## src/rtl/fp_regfile_cc_pkg.sv

```systemverilog
// Shared constants for the Mini-MIPS FP register file: FP ALU funct codes
// and the init/run state encoding.
package fp_regfile_cc_pkg;

  typedef enum logic [5:0] {
    FUNCT_ADD_S   = 6'd0,
    FUNCT_SUB_S   = 6'd1,
    FUNCT_C_EQ_S  = 6'd2,
    FUNCT_C_LT_S  = 6'd3,
    FUNCT_C_LE_S  = 6'd4,
    FUNCT_C_ULT_S = 6'd5,
    FUNCT_C_ULE_S = 6'd6,
    FUNCT_MOV_S   = 6'd7
  } funct_e;

  typedef enum logic {
    ST_INIT = 1'b0,
    ST_RUN  = 1'b1
  } state_e;

endpackage

```

## src/rtl/fp_cc_reg.sv

```systemverilog
// FP condition-code register: single-bit update per cycle, bypassed bit read,
// asynchronous clear.
module fp_cc_reg #(
  parameter int unsigned NUM_CC = 8,
  localparam int unsigned CW = $clog2(NUM_CC)
) (
  input  logic              clk,
  input  logic              rst,
  input  logic              upd_en,
  input  logic [CW-1:0]     upd_idx,
  input  logic              upd_val,
  input  logic [CW-1:0]     sel,
  output logic              cc_bit,
  output logic [NUM_CC-1:0] cc_vec
);

  logic [NUM_CC-1:0] cc_q, cc_d;

  always_comb begin
    cc_d = cc_q;
    if (upd_en) cc_d[upd_idx] = upd_val;
  end

  always_ff @(posedge clk or posedge rst) begin
    if (rst) cc_q <= '0;
    else     cc_q <= cc_d;
  end

  // Branch logic sees a compare committing this cycle to the selected bit.
  assign cc_bit = (upd_en && upd_idx == sel) ? upd_val : cc_q[sel];
  assign cc_vec = cc_q;

endmodule

```

## src/rtl/fp_regfile_cc.sv

```systemverilog
// FP register file with CC register: operand reads with write bypass,
// writeback decode, conditional moves, external writes and a post-reset clear sweep.
module fp_regfile_cc #(
  parameter int unsigned NUM_FPR = 32,
  parameter int unsigned NUM_CC  = 8,
  parameter int unsigned DATA_W  = 32,
  localparam int unsigned AW = $clog2(NUM_FPR),
  localparam int unsigned CW = $clog2(NUM_CC)
) (
  input  logic              clk,
  input  logic              rst,
  input  logic [AW-1:0]     rs_addr,
  input  logic [AW-1:0]     rt_addr,
  output logic [DATA_W-1:0] rs_data,
  output logic [DATA_W-1:0] rt_data,
  input  logic              wb_valid,
  input  logic [5:0]        wb_funct,
  input  logic [AW-1:0]     wb_rd,
  input  logic [DATA_W-1:0] wb_result,
  input  logic [NUM_CC-1:0] wb_flags,
  input  logic [CW-1:0]     wb_cc,
  input  logic              wb_movc,
  input  logic              wb_movc_tf,
  input  logic              ext_wr_en,
  input  logic [AW-1:0]     ext_wr_addr,
  input  logic [DATA_W-1:0] ext_wr_data,
  input  logic [CW-1:0]     cc_sel,
  output logic              cc_bit,
  output logic [NUM_CC-1:0] cc_all,
  output logic              ready,
  output logic              ext_conflict
);

  import fp_regfile_cc_pkg::*;

  localparam logic [AW-1:0] LAST_IDX = AW'(NUM_FPR - 1);

  state_e            state_q, state_d;
  logic [AW-1:0]     clr_idx_q, clr_idx_d;
  logic              ready_q, ready_d;
  logic              ext_conflict_q, ext_conflict_d;
  logic [DATA_W-1:0] fpr_q [NUM_FPR];

  logic              run;
  logic              wb_fpr_we, cmp_we, same_addr, ext_we;
  logic              pa_we;
  logic [AW-1:0]     pa_addr;
  logic [DATA_W-1:0] pa_data;
  logic [NUM_CC-1:0] cc_vec;
  logic              cc_bit_raw;

  assign run = (state_q == ST_RUN);

  // Conditional mov.s tests the registered CC, before any same-cycle compare.
  always_comb begin
    wb_fpr_we = 1'b0;
    cmp_we    = 1'b0;
    if (run && wb_valid) begin
      case (wb_funct)
        FUNCT_ADD_S, FUNCT_SUB_S: wb_fpr_we = 1'b1;
        FUNCT_C_EQ_S, FUNCT_C_LT_S, FUNCT_C_LE_S,
        FUNCT_C_ULT_S, FUNCT_C_ULE_S: cmp_we = 1'b1;
        FUNCT_MOV_S: wb_fpr_we = !wb_movc || (cc_vec[wb_cc] == wb_movc_tf);
        default: ;
      endcase
    end
  end

  assign same_addr = wb_fpr_we && (ext_wr_addr == wb_rd);
  assign ext_we    = run && ext_wr_en && !same_addr;

  always_comb begin
    state_d        = state_q;
    clr_idx_d      = clr_idx_q;
    ready_d        = ready_q;
    ext_conflict_d = run && ext_wr_en && same_addr;
    case (state_q)
      ST_INIT: begin
        clr_idx_d = clr_idx_q + AW'(1);
        if (clr_idx_q == LAST_IDX) begin
          state_d   = ST_RUN;
          ready_d   = 1'b1;
          clr_idx_d = '0;
        end
      end
      ST_RUN: ;
      default: state_d = ST_INIT;
    endcase
  end

  always_ff @(posedge clk or posedge rst) begin
    if (rst) begin
      state_q        <= ST_INIT;
      clr_idx_q      <= '0;
      ready_q        <= 1'b0;
      ext_conflict_q <= 1'b0;
    end else begin
      state_q        <= state_d;
      clr_idx_q      <= clr_idx_d;
      ready_q        <= ready_d;
      ext_conflict_q <= ext_conflict_d;
    end
  end

  // Port A carries the clear sweep during init and writeback results afterwards.
  always_comb begin
    pa_we   = wb_fpr_we;
    pa_addr = wb_rd;
    pa_data = wb_result;
    if (!run) begin
      pa_we   = 1'b1;
      pa_addr = clr_idx_q;
      pa_data = '0;
    end
  end

  always_ff @(posedge clk) begin
    if (pa_we)  fpr_q[pa_addr]     <= pa_data;
    if (ext_we) fpr_q[ext_wr_addr] <= ext_wr_data;
  end

  always_comb begin
    rs_data = '0;
    if (ready_q) begin
      if (wb_fpr_we && wb_rd == rs_addr)      rs_data = wb_result;
      else if (ext_we && ext_wr_addr == rs_addr) rs_data = ext_wr_data;
      else                                    rs_data = fpr_q[rs_addr];
    end
  end

  always_comb begin
    rt_data = '0;
    if (ready_q) begin
      if (wb_fpr_we && wb_rd == rt_addr)      rt_data = wb_result;
      else if (ext_we && ext_wr_addr == rt_addr) rt_data = ext_wr_data;
      else                                    rt_data = fpr_q[rt_addr];
    end
  end

  fp_cc_reg #(.NUM_CC(NUM_CC)) u_cc (
    .clk     (clk),
    .rst     (rst),
    .upd_en  (cmp_we),
    .upd_idx (wb_cc),
    .upd_val (wb_flags[wb_cc]),
    .sel     (cc_sel),
    .cc_bit  (cc_bit_raw),
    .cc_vec  (cc_vec)
  );

  assign cc_bit       = ready_q && cc_bit_raw;
  assign cc_all       = cc_vec;
  assign ready        = ready_q;
  assign ext_conflict = ext_conflict_q;

endmodule
```

## config.mk

```make
export PLATFORM = sky130hd
export DESIGN_NAME = fp_regfile_cc
export DESIGN_NICKNAME = d
export VERILOG_FILES = /design/src/rtl/fp_regfile_cc_pkg.sv /design/src/rtl/fp_cc_reg.sv /design/src/rtl/fp_regfile_cc.sv
export SDC_FILE = /design/constraint.sdc
export NUM_CORES = 2
export LEC_CHECK = 0
export CORE_MARGIN = 1.5
export CORE_UTILIZATION = 58
export CTS_BUF_LIST = sky130_fd_sc_hd__clkbuf_4
export DETAILED_ROUTE_END_ITERATION = 8
export MAX_ROUTING_LAYER = met4
export PLACE_DENSITY = 0.75
export SLEW_MARGIN = 10
export SYNTH_ARGS = -nofsm -noshare
export SYNTH_HDL_FRONTEND = slang
export SYNTH_SLANG_ARGS = --single-unit
```

## constraint.sdc

```tcl
create_clock -name clk -period 4.1 [get_ports clk]
set_clock_uncertainty 0.1 [all_clocks]
set_input_delay 0.41 -clock clk [delete_from_list [all_inputs] [get_ports clk]]
set_output_delay 0.41 -clock clk [all_outputs]
set_load 0.02 [all_outputs]
```

==> flow_summary_export.csv <==
group,metric,value,unit
outcome,status,"finished, violations left",
outcome,violations,"setup timing",
place,place.gp.congestion,0.957,
yosys,synth-main-ff-cell,"edfxtp_1",
grt,grt.total_usage,40.8,%
sta,max_freq,232,MHz
place,dpl_cell_area,69400,um2
drt,drt.antenna.violating_nets,0,
setup_path,critPathSlowestCell,"mux4_2",
floorplan,core_area,107000,um2
setup_path,critPathLaunchType,"flop",
sta,layout_setup_ws,-207,ps
power_and_ir_drop,vdd_drop_max,228,uV
sta,tightestPinTransition,1110,ps
yosys,seq_area_frac_synth,49.4,%
clock_network,clockBufferDepth,4,
power_and_ir_drop,power_leakage,25.2,nW
setup_path,critPathCaptureType,"primary output",
sta,slew_violations,0,
sta,fin_setup_tns,-9190,ps
drt,dr.pass1.iters,8,
yosys,synth_enable_flop_cells,1024,
setup_path,slowest_delay,540,ps
yosys,ys_seq_elements,1040,
place,dp_hpwl,139000,um
clock_network,clk_transition_reported_paths,70,ps
clock_network,clk_latency,1140,ps
yosys,synth.distinct_cells,55,
grt,grt_first_pass_wirelength,313000,um
sta,post-route-period-util,105,%
cells_and_area,signed_area_change_from_the_synthesized_netlist_to_the_final_layout,16.3,%
cells_and_area,mostFrequentLayoutCell,"edfxtp_1",
floorplan,initial_utilization,58.7,%
drt,detail_route.vias_per_cell,7.45,
floorplan,num_rows,120,
floorplan,design.die.area,111000,um2
grt,globalRouteOverflowTotal,0,
yosys,synth_nets,4312,
flow_run,drv_cap,0,
drt,routed_wirelength,223000,um
setup_path,cp_data_required_time,3590,ps
setup_path,crit_fanout,8,
grt,grt_antenna_before_repair,4,
cells_and_area,most-common-layout-cells,"edfxtp_1 (1024), mux2_2 (791), mux4_2 (517)",
power_and_ir_drop,final_total_pwr,24.3,mW
cells_and_area,net_count_final,4659,
clock_network,clock_sink_count,1040,
sta,final.hold.worst_slack,99.3,ps
grt,via_count_of_the_first_global_routing_pass,45600,
setup_path,path_cells,"mux2i_1 -> mux4_2 -> mux2i_4 -> buf_6 -> a211o_4 -> buf_12 -> clkbuf_16 -> mux2i_1 -> o2bb2ai_1 -> buf_4",
sta,period_needed,4310,ps
clock_network,clock_tree_from_tritoncts,"yes",
cells_and_area,fin_util,68.3,%
yosys,ys.warnings.count,0,
cells_and_area,final_cell_area,73300,um2
floorplan,top_level_ports,185,
yosys,netlist_area,63000,um2
cells_and_area,layout-drive-gt1-share,52.3,%
sta,rsz0062_at_grt,"yes",
sta,final-setup-viol-count,64,
floorplan,chipWidth,333,um
drt,drt_first_iter_violations,7302,
cells_and_area,nFillCells,7048,
min_path,timing.hold.worst.class,"input pin to flop",
clock_network,clk_root_buffer_cell,"clkbuf_4",
clock_network,tritoncts.num_buffers,292,
drt,remaining_drc_errors,0,
setup_path,crit_type,"flop to primary output",
setup_path,critical_path_arrival,3800,ps
yosys,synth_area_per_cell,15.0,um2
clock_network,htree_num_levels,5,
place,buffer_ports.inserted,184,
grt,maximum_number_of_pins_on_one_net_before_global_route_repair,65,
drt,num_vias,45600,
setup_path,crit_top_cell,"mux2i_1",
floorplan,die-height,333,um
sta,timing_hold_violations_final,0,
sta,timing.max_slew.rel_slack,25.7,%
power_and_ir_drop,powerDensity,331,nW/um2
yosys,ys_async_sr_fraction,1.54,%
yosys,postSynthCellCount,4200,
drt,routedWlPerCell,36.4,um
-- worst paths after layout --
kind | startpoint | end | slack, ps | cells after the start
min in group asynchronous | rst | u_cc.cc_vec[7] | 130 | 3
max in group asynchronous | rst | run | 3260 | 3
max reg2reg | run | fpr_q[17][18] | 520 | 5
min reg2reg | clr_idx_q[2] | clr_idx_q[2] | 520 | 1
max | u_cc.cc_vec[7] | rt_data[9] | -210 | 10
min | ext_wr_data[14] | fpr_q[2][14] | 100 | 4
-- cell families after synthesis --
group / after synthesis / share of synthesized area, %
AO/OA/AOI/OAI: 606 / 6.43
XOR/XNOR: 28 / 0.389
adder cells (fa/ha/maj): 2 / 0.0397
buffers and inverters: 561 / 4.10
flip-flops: 1040 / 49.4
multiplexers: 1437 / 35.6
AND/OR/NAND/NOR: 526 / 4.01
-- metal layers --
metal | GRT usage (%) | wire (um) | up-vias
met4 | 25.4 | 17200 | 0
met1 | 50.0 | 73600 | 22700
met3 | 11.9 | 32500 | 1021
met2 | 59.9 | 99500 | 4120
li1 | - | - | 17800
met5 | - | 0 | -
-- critical path: cells and delay by family (launching register included) --
kind | cells | cell delay [ps]
buffers and inverters | 4 | 700
muxes | 4 | 1030
DFF | 1 | 380
AOI/OAI and AO/OA | 2 | 540
-- where the power goes --
group | internal (mW) | switching, mW
Combinational | 1.61 | 1.88
Clock | 4.60 | 4.44
Sequential | 11.7 | 0.00906
-- flip-flops by register name, summed over array words and instances (netlist names) --
signal and cells:
clr_idx_q 5, ext_conflict 1, fpr_q 1024, ready 1, run 1, u_cc.cc_vec 8
-- per-stage QoR --
| step | setup slack [ps] | instances |
|---|---|---|
| after floorplan | -698 | 4200 |
| after global placement | -104 | 5599 |
| after detailed placement | -185 | 5599 |
| after CTS | -397 | 6103 |
| after global routing | -264 | 6120 |
| final | -207 | 6122 |
-- layout make-up --
class	instances	area [um2]	share of cell area, %
multi-input combinational	2599	29900	40.8
tap	1403	1760	2.39
antenna	8	20.0	0.0273
sequential	1040	31200	42.5
clock buffer	395	2970	4.05
timing repair buffer	605	7140	9.75
clock inverter	63	328	0.447
inverter	9	33.8	0.0461
-- cell usage after synthesis (7+ instances only) --
cell | number | area (um2)
edfxtp_1 | 1024 | 30700
mux2_2 | 791 | 8910
mux4_2 | 517 | 11600
clkbuf_1 | 376 | 1410
nand2_1 | 302 | 1130
o21ai_0 | 162 | 811
o22ai_1 | 130 | 813
a22oi_1 | 116 | 871
mux2_4 | 116 | 1740
buf_4 | 77 | 578
nor3_1 | 68 | 340
buf_2 | 61 | 305
a21oi_1 | 59 | 295
a22o_1 | 39 | 342
and2_1 | 39 | 244
or2_2 | 34 | 213
a32o_1 | 32 | 320
o21ba_2 | 26 | 260
buf_1 | 23 | 86.3
nand3_2 | 20 | 200
xnor2_1 | 18 | 158
dfrtp_1 | 16 | 400
buf_6 | 15 | 169
mux2i_1 | 13 | 130
nand3_1 | 13 | 65.1
nor2_1 | 13 | 48.8
xor2_1 | 10 | 87.6
and3_1 | 9 | 56.3
inv_1 | 9 | 33.8
o21bai_1 | 8 | 60.1
nand2b_1 | 7 | 43.8
o31ai_1 | 7 | 52.6
-- repair_timing --
action,in CTS,in global routing
endpoints found under the setup margin,64,64
resized for setup,236,108
cloned,1,6
buffers inserted,12,6
hold buffers,33,0
pin swaps,2,21
hold endpoints to repair,83,0
Note: power is estimated with default switching activity, not from simulation.
